File: src/rtl/change_dispenser_if.sv
// rtl/change_dispenser_if.sv - change request and coin hopper signals
interface change_dispenser_if;
  logic [2:0] quarter_out;
  logic       dollar_out;
  logic       coin_sensed;
  logic       quarter_eject;
  logic       dollar_eject;

  modport master (
    output quarter_out, dollar_out, coin_sensed,
    input  quarter_eject, dollar_eject
  );
  modport slave (
    input  quarter_out, dollar_out, coin_sensed,
    output quarter_eject, dollar_eject
  );
endinterface

File: src/rtl/change_dispenser.sv
// rtl/change_dispenser.sv - request FIFO plus one-coin-at-a-time eject/sense FSM
// Optional CHANGE_TOTAL_EN adds total_dispensed (confirmed coins in quarter units).
module change_dispenser #(
  parameter int PULSE_CYCLES = 4,
  parameter int ACK_TIMEOUT  = 255,
  parameter int FIFO_DEPTH   = 2
) (
  input  logic clk,
  input  logic reset,
  change_dispenser_if.slave bus,
  output logic busy,
  output logic fault,
  output logic overflow
`ifdef CHANGE_TOTAL_EN
  ,
  output logic [7:0] total_dispensed
`endif
);

  typedef enum logic [2:0] {IDLE, LOAD, D_PULSE, D_WAIT, Q_PULSE, Q_WAIT, FAULT} state_t;

  localparam int CMAX = (PULSE_CYCLES > ACK_TIMEOUT) ? PULSE_CYCLES : ACK_TIMEOUT;
  localparam int CW   = $clog2(CMAX + 1);
  localparam int AW   = $clog2(FIFO_DEPTH);
  localparam logic [CW-1:0] PULSE_LAST = CW'(PULSE_CYCLES - 1);
  localparam logic [CW-1:0] WAIT_LAST  = CW'(ACK_TIMEOUT - 1);
  localparam logic [CW-1:0] CNT_ONE    = CW'(1);
  localparam logic [AW:0]   FIFO_FULL  = (AW + 1)'(FIFO_DEPTH);
  localparam logic [AW:0]   COUNT_ONE  = (AW + 1)'(1);
  localparam logic [AW-1:0] PTR_ONE    = AW'(1);

  state_t        state_q, state_d;
  logic [3:0]    mem_q [FIFO_DEPTH];
  logic [AW-1:0] wr_q, rd_q;
  logic [AW:0]   count_q;
  logic          dcnt_q, dcnt_d;
  logic [2:0]    qcnt_q, qcnt_d;
  logic [CW-1:0] cnt_q, cnt_d;
  logic          sensed_q, sensed_d;
  logic          qej_q, qej_d, dej_q, dej_d;
  logic          fault_q, fault_d, overflow_q, overflow_d;
  logic          req, push, pop, empty, full, pending;
  logic          in_pulse, in_wait, accept, dcnt_left;
  logic [2:0]    qcnt_left;
  logic [3:0]    head;

  assign req       = (bus.quarter_out != 3'd0) || bus.dollar_out;
  assign empty     = (count_q == '0);
  assign full      = (count_q == FIFO_FULL);
  assign pop       = (state_q == LOAD);
  assign push      = req && (!full || pop);
  // A push landing this cycle counts as pending so a request reaches LOAD one cycle later.
  assign pending   = !empty || push;
  assign head      = mem_q[rd_q];
  assign in_pulse  = (state_q == D_PULSE) || (state_q == Q_PULSE);
  assign in_wait   = (state_q == D_WAIT) || (state_q == Q_WAIT);
  assign accept    = in_wait && (bus.coin_sensed || sensed_q);
  assign dcnt_left = (state_q == D_WAIT) ? 1'b0 : dcnt_q;
  assign qcnt_left = (state_q == Q_WAIT) ? qcnt_q - 3'd1 : qcnt_q;

  always_ff @(posedge clk) begin
    if (push) mem_q[wr_q] <= {bus.dollar_out, bus.quarter_out};
  end

  always_ff @(posedge clk or negedge reset) begin
    if (!reset) begin
      wr_q    <= '0;
      rd_q    <= '0;
      count_q <= '0;
    end else begin
      if (push) wr_q <= wr_q + PTR_ONE;
      if (pop)  rd_q <= rd_q + PTR_ONE;
      case ({push, pop})
        2'b10:   count_q <= count_q + COUNT_ONE;
        2'b01:   count_q <= count_q - COUNT_ONE;
        default: count_q <= count_q;
      endcase
    end
  end

  always_ff @(posedge clk or negedge reset) begin
    if (!reset) begin
      state_q    <= IDLE;
      dcnt_q     <= 1'b0;
      qcnt_q     <= 3'd0;
      cnt_q      <= '0;
      sensed_q   <= 1'b0;
      qej_q      <= 1'b0;
      dej_q      <= 1'b0;
      fault_q    <= 1'b0;
      overflow_q <= 1'b0;
    end else begin
      state_q    <= state_d;
      dcnt_q     <= dcnt_d;
      qcnt_q     <= qcnt_d;
      cnt_q      <= cnt_d;
      sensed_q   <= sensed_d;
      qej_q      <= qej_d;
      dej_q      <= dej_d;
      fault_q    <= fault_d;
      overflow_q <= overflow_d;
    end
  end

  always_comb begin
    state_d = state_q;
    dcnt_d  = dcnt_q;
    qcnt_d  = qcnt_q;
    case (state_q)
      IDLE: if (pending) state_d = LOAD;
      LOAD: begin
        dcnt_d  = head[3];
        qcnt_d  = head[2:0];
        state_d = head[3] ? D_PULSE : Q_PULSE;
      end
      D_PULSE: if (cnt_q == PULSE_LAST) state_d = D_WAIT;
      Q_PULSE: if (cnt_q == PULSE_LAST) state_d = Q_WAIT;
      D_WAIT, Q_WAIT: begin
        if (accept) begin
          dcnt_d = dcnt_left;
          qcnt_d = qcnt_left;
          if (dcnt_left)              state_d = D_PULSE;
          else if (qcnt_left != 3'd0) state_d = Q_PULSE;
          else if (pending)           state_d = LOAD;
          else                        state_d = IDLE;
        end else if (cnt_q == WAIT_LAST) begin
          state_d = FAULT;
        end
      end
      FAULT:   state_d = FAULT;
      default: state_d = IDLE;
    endcase
  end

  always_comb begin
    qej_d      = (state_d == Q_PULSE);
    dej_d      = (state_d == D_PULSE);
    fault_d    = (state_d == FAULT);
    overflow_d = overflow_q || (req && full && !pop);
    // One latched sense per coin; it is consumed by the WAIT state that follows.
    sensed_d   = in_pulse && (sensed_q || bus.coin_sensed);
    cnt_d      = ((state_d == state_q) && (in_pulse || in_wait)) ? cnt_q + CNT_ONE : '0;
  end

  assign bus.quarter_eject = qej_q;
  assign bus.dollar_eject  = dej_q;
  assign fault             = fault_q;
  assign overflow          = overflow_q;
  assign busy              = (state_q != IDLE) || !empty;

`ifdef CHANGE_TOTAL_EN
  logic [7:0] total_q, total_d;
  logic [8:0] total_sum;

  assign total_sum = {1'b0, total_q} + ((state_q == D_WAIT) ? 9'd4 : 9'd1);

  always_comb begin
    total_d = total_q;
    if (accept) total_d = total_sum[8] ? 8'hFF : total_sum[7:0];
  end

  always_ff @(posedge clk or negedge reset) begin
    if (!reset) total_q <= 8'd0;
    else        total_q <= total_d;
  end

  assign total_dispensed = total_q;
`endif

endmodule

File: src/flat_wrapper.sv
// flat-port wrapper written by rule: the top's interface ports become plain ports
module change_dispenser_flat 
#(
  parameter int PULSE_CYCLES = 4,
  parameter int ACK_TIMEOUT  = 255,
  parameter int FIFO_DEPTH   = 2
)
  (clk, reset, busy, fault, overflow, bus_quarter_out, bus_dollar_out, bus_coin_sensed, bus_quarter_eject, bus_dollar_eject);
  change_dispenser_if bus_i ();
  input  logic clk;
  input  logic reset;
  output logic busy;
  output logic fault;
  output logic overflow;
  input wire logic [$bits(bus_i.quarter_out)-1:0] bus_quarter_out;
  input wire logic [$bits(bus_i.dollar_out)-1:0] bus_dollar_out;
  input wire logic [$bits(bus_i.coin_sensed)-1:0] bus_coin_sensed;
  output wire logic [$bits(bus_i.quarter_eject)-1:0] bus_quarter_eject;
  output wire logic [$bits(bus_i.dollar_eject)-1:0] bus_dollar_eject;
  assign bus_i.quarter_out = bus_quarter_out;
  assign bus_i.dollar_out = bus_dollar_out;
  assign bus_i.coin_sensed = bus_coin_sensed;
  assign bus_quarter_eject = bus_i.quarter_eject;
  assign bus_dollar_eject = bus_i.dollar_eject;
  change_dispenser #(.PULSE_CYCLES(PULSE_CYCLES), .ACK_TIMEOUT(ACK_TIMEOUT), .FIFO_DEPTH(FIFO_DEPTH)) u_core (.clk(clk), .reset(reset), .bus(bus_i), .busy(busy), .fault(fault), .overflow(overflow));
endmodule
File: config.mk
export PLATFORM = sky130hd
export DESIGN_NAME = change_dispenser_flat
export DESIGN_NICKNAME = d
export VERILOG_FILES = /design/src/rtl/change_dispenser_if.sv /design/src/rtl/change_dispenser.sv /design/src/flat_wrapper.sv
export SDC_FILE = /design/constraint.sdc
export NUM_CORES = 1
export LEC_CHECK = 0
export BUFFER_PORTS_ARGS = -buffer_cell sky130_fd_sc_hd__buf_4
export CORE_MARGIN = 1.5
export CORE_UTILIZATION = 50
export CTS_CLUSTER_DIAMETER = 40
export DETAILED_ROUTE_END_ITERATION = 8
export PLACE_DENSITY = 0.71
export SETUP_SLACK_MARGIN = 0.4
export SLEW_MARGIN = 10
export SYNTH_ARGS = -nofsm -noshare
export SYNTH_HDL_FRONTEND = slang
export SYNTH_SLANG_ARGS = --single-unit
File: constraint.sdc
create_clock -name clk -period 2 [get_ports clk]
set_input_delay 0.4 -clock clk [delete_from_list [all_inputs] [get_ports clk]]
set_output_delay 0.4 -clock clk [all_outputs]
set_load 0.02 [all_outputs]
==> results by group <==
Synth
  – Async set or reset register ratio after synthesis: 75.0%
  – Post-synth top cells: 24 x dfrtp_1, 13 x nand2_1, 11 x nor2_1, 8 x edfxtp_1, 8 x nor2_2
  – Count leader, synth: dfrtp_1
  – Largest area contributor in the netlist: dfrtp_1
  – Syn. warnings: 0
  – FF+latch count, synth: 32
  – Post-synth EDFFs: 8
  – Mapped cell area: 0.00176 mm²
  – Post-synth cell types: 57
  – Syn avg cell area: 11.0 µm²
  – Syn_nets: 171
  – Post-synthesis sequential area ratio: 47.7%
  – Top cells by area, synth: dfrtp_1 34%, edfxtp_1 14%, xor2_1 3.5%, ha_1 2.8%, nor2_2 2.8%
  – Post-synth top area share: 34.0%
  – Synthesized instance count: 160
  – Main flop type after synthesis: dfrtp_1

Power
  – Clk network pwr share: 13.4%
  – Max VDD drop: 1.03 mV
  – Total internal power: 2100 µW
  – Sequential power share: 31.5%
  – Sw Share: 41.0%
  – NetSw: 1460 µW
  – Comb pwr share: 55.2%
  – LEAKAGE: 0.000944 µW
  – PwrDens: 1560 mW/mm²

Layout
  – Layout area overhead: 29.5%
  – ANT cells: 0
  – Final #Nets: 208
  – Share of cells above drive strength 1: 43.4%

Worst hold path
  – Hold Path Depth: 1
  – Worst Hold Class: input pin to register
  – Hold path startpoint: bus_quarter_out[1]
  – Hold EP: u_core.mem_q[0][1]

Clock network
  – CTS sink count: 32
  – Maximum clock path buffer count: 2
  – Worst-path clk slew: 0.10 ns
  – CTS root buf: clkbuf_4
  – Clock Latency Late Sink: 0.34 ns
  – H-Tree Level Count: 2
  – TritonCTS clock tree: built
  – CTS buffer count: 5

Routing
  – # DRC: 0
  – Routed Antenna Nets: 0
  – DR WL/cell: 16.3 µm
  – Initial drt markers: 73
  – Drt via density: 5.68
  – Total Wirelength: 3.98 mm
  – Initial DRT Pass Iterations: 4
  – Via count: 1385

GRT
  – Overflow after GRT: 0
  – Initial antenna violation count: 0
  – First-pass GRT wire length: 6.76 mm
  – Vias in the first global route: 1403
  – Largest net degree at the start of global routing: 25
  – GRT Util Overall: 22.2%

Worst setup path
  – FF-to-FF Start: u_core.state_q[1]
  – Crit path kind: register to register
  – Critical Path Start Type: register
  – Crit end category: register
  – Reg2Reg Capture Point: u_core.cnt_q[1]
  – Critical path's top delay family: simple AND/OR/NAND/NOR gates
  – Worst path bufs/invs: 1
  – Crit path max fanout: 8
  – CP required: 2.27 ns
  – FF-to-FF path depth: 7
  – Worst EP arrival: 2.23 ns
  – Slowest-stage cell, CP: dfrtp_2
  – Worst stage delay on the critical path: 0.47 ns
  – R2R Setup Slk: 0.04 ns
  – CP Cell Sequence: buf_4, nand2b_1, o21ai_0, nand2_1, o211ai_2, nand4b_4, nor2_2

Floorplan
  – Core Region: 0.00336 mm²
  – Die area: 0.00389 mm²
  – Rows: 21
  – Die W: 62.4 µm
  – Initial core utilization: 52.5%
  – Die Ht: 62.4 µm
  – IO Pins: 12

Timing
  – Setup Skew: 0.0143 ns
  – Slew HR: 74.6%
  – Crit share post-route: 98.1%
  – Final Hold Viols: 0
  – Crit path time final: 1.96 ns
  – Slew @ Worst Pin: 0.378 ns
  – Count of pins over their slew limit: 0
  – Final Setup Violations: 0
  – RSZ-0062 raised after global routing: yes
  – Maximum clock frequency: 510 MHz
  – Final hold slack: 0.256 ns
  – Fin worst setup slack: 0.0375 ns

Flow run
  – Max-Cap Viols: 0

Placed design
  – Pre-CTS setup slack: 0.00895 ns
  – Routability cong.: 0.924
  – Port-buffer cells: 11
  – Post-DP HPWL: 2.56 mm

Status
  – Outcome: complete, no violations
-- layout make-up --
cell class,count,area (µm²)
fill,261,1080
timing repair buffer,37,295
tap,46,57.6
sequential,32,843
inverter,5,18.8
clock buffer,5,37.5
multi-input combinational,116,995
clock inverter,3,37.5
-- layout by cell type (no fill, tap or decap), types with 2 or more instances in the layout --
cell	netlist	layout
buf_4	2	32
dfrtp_1	24	22
nand2_1	13	12
nor2_1	11	9
nor2_2	8	8
edfxtp_1	8	8
xor2_1	7	7
a21oi_1	5	5
clkbuf_4	0	5
inv_1	5	4
mux2i_1	4	4
nand3_1	4	4
buf_6	1	4
xnor2_1	4	3
ha_2	0	3
nand4_1	2	2
nor2b_1	2	2
o21bai_1	2	2
a21o_1	2	2
nand2b_1	3	2
o21ai_0	2	2
a22oi_1	2	2
nor3_2	1	2
o22ai_1	2	2
and3_1	3	2
nor2_4	0	2
a221oi_1	2	2
clkinv_1	0	2
dfrtp_2	0	2
-- flip-flops by register name, indices dropped and copies added, names as in the netlist, 2 cells and up --
name / cells
u_core.count_q: 2
u_core.mem_q: 8
u_core.cnt_q: 8
u_core.state_q: 3
u_core.qcnt_q: 3
-- stage by stage --
| step | TNS (ns) | cells | power (µW) | cell area (µm²) | utilization, % |
|---|---|---|---|---|---|
| after floorplan | 0 | 160 | 2230 | 1790 | - |
| after global placement | 0 | 222 | 2550 | 1970 | 58.6 |
| after detailed placement | 0 | 222 | 2610 | 1970 | 58.6 |
| after CTS | 0 | 239 | 3350 | 2210 | 65.6 |
| after global routing | -0.369 | 244 | 3790 | 2280 | 67.9 |
| final | 0 | 244 | 3550 | 2280 | 67.9 |
-- kinds of logic after synthesis --
family          synth area share [%]
compound gates                  13.7
xor+xnor                        6.38
fa+ha+maj                       2.84
buf+inv                         3.55
flops                           47.7
mux                             3.69
simple gates                    22.2
-- power by group through the flow --
| stage | Combinational (µW) | Clock (µW) | Sequential (µW) |
|---|---|---|---|
| after global placement | 1430 | 0 | 1120 |
| after global routing | 2130 | 512 | 1150 |
| after detailed placement | 1470 | 0 | 1140 |
| final | 1960 | 476 | 1120 |
| after CTS | 1760 | 481 | 1110 |
| after floorplan | 1170 | 0 | 1070 |
-- worst max-delay path by stage --
| stage | from | cells after the start | slack [ns] | to |
|---|---|---|---|---|
| after floorplan | u_core.cnt_q[0] | 7 | 0.15 | u_core.cnt_q[0] |
| after global placement | u_core.state_q[2] | 7 | 0.1 | u_core.cnt_q[6] |
| after detailed placement | u_core.state_q[2] | 7 | 0.009 | u_core.cnt_q[0] |
| after CTS | u_core.qcnt_q[0] | 8 | 0.12 | u_core.cnt_q[1] |
| after global routing | u_core.qcnt_q[0] | 8 | -0.06 | u_core.cnt_q[1] |
| final | u_core.state_q[1] | 7 | 0.04 | u_core.cnt_q[1] |
-- routing by layer --
metal / track usage (%) / share of wire [%] / vias up
met5: 0 / 0 / -
met4: 6.39 / 1.6 / 0
met3: 5.23 / 3.8 / 9
met2: 36.8 / 50 / 31
met1: 29.1 / 45 / 687
li1: - / - / 658
-- what timing repair did --
action,CTS,global route
hold buffers,1,0
endpoints found under the hold margin,24,0
buffers inserted,8,5
pin swaps,13,9
gates resized for setup,21,10
endpoints found under the setup margin,24,23
No activity file was read; power rests on OpenSTA's default activity.
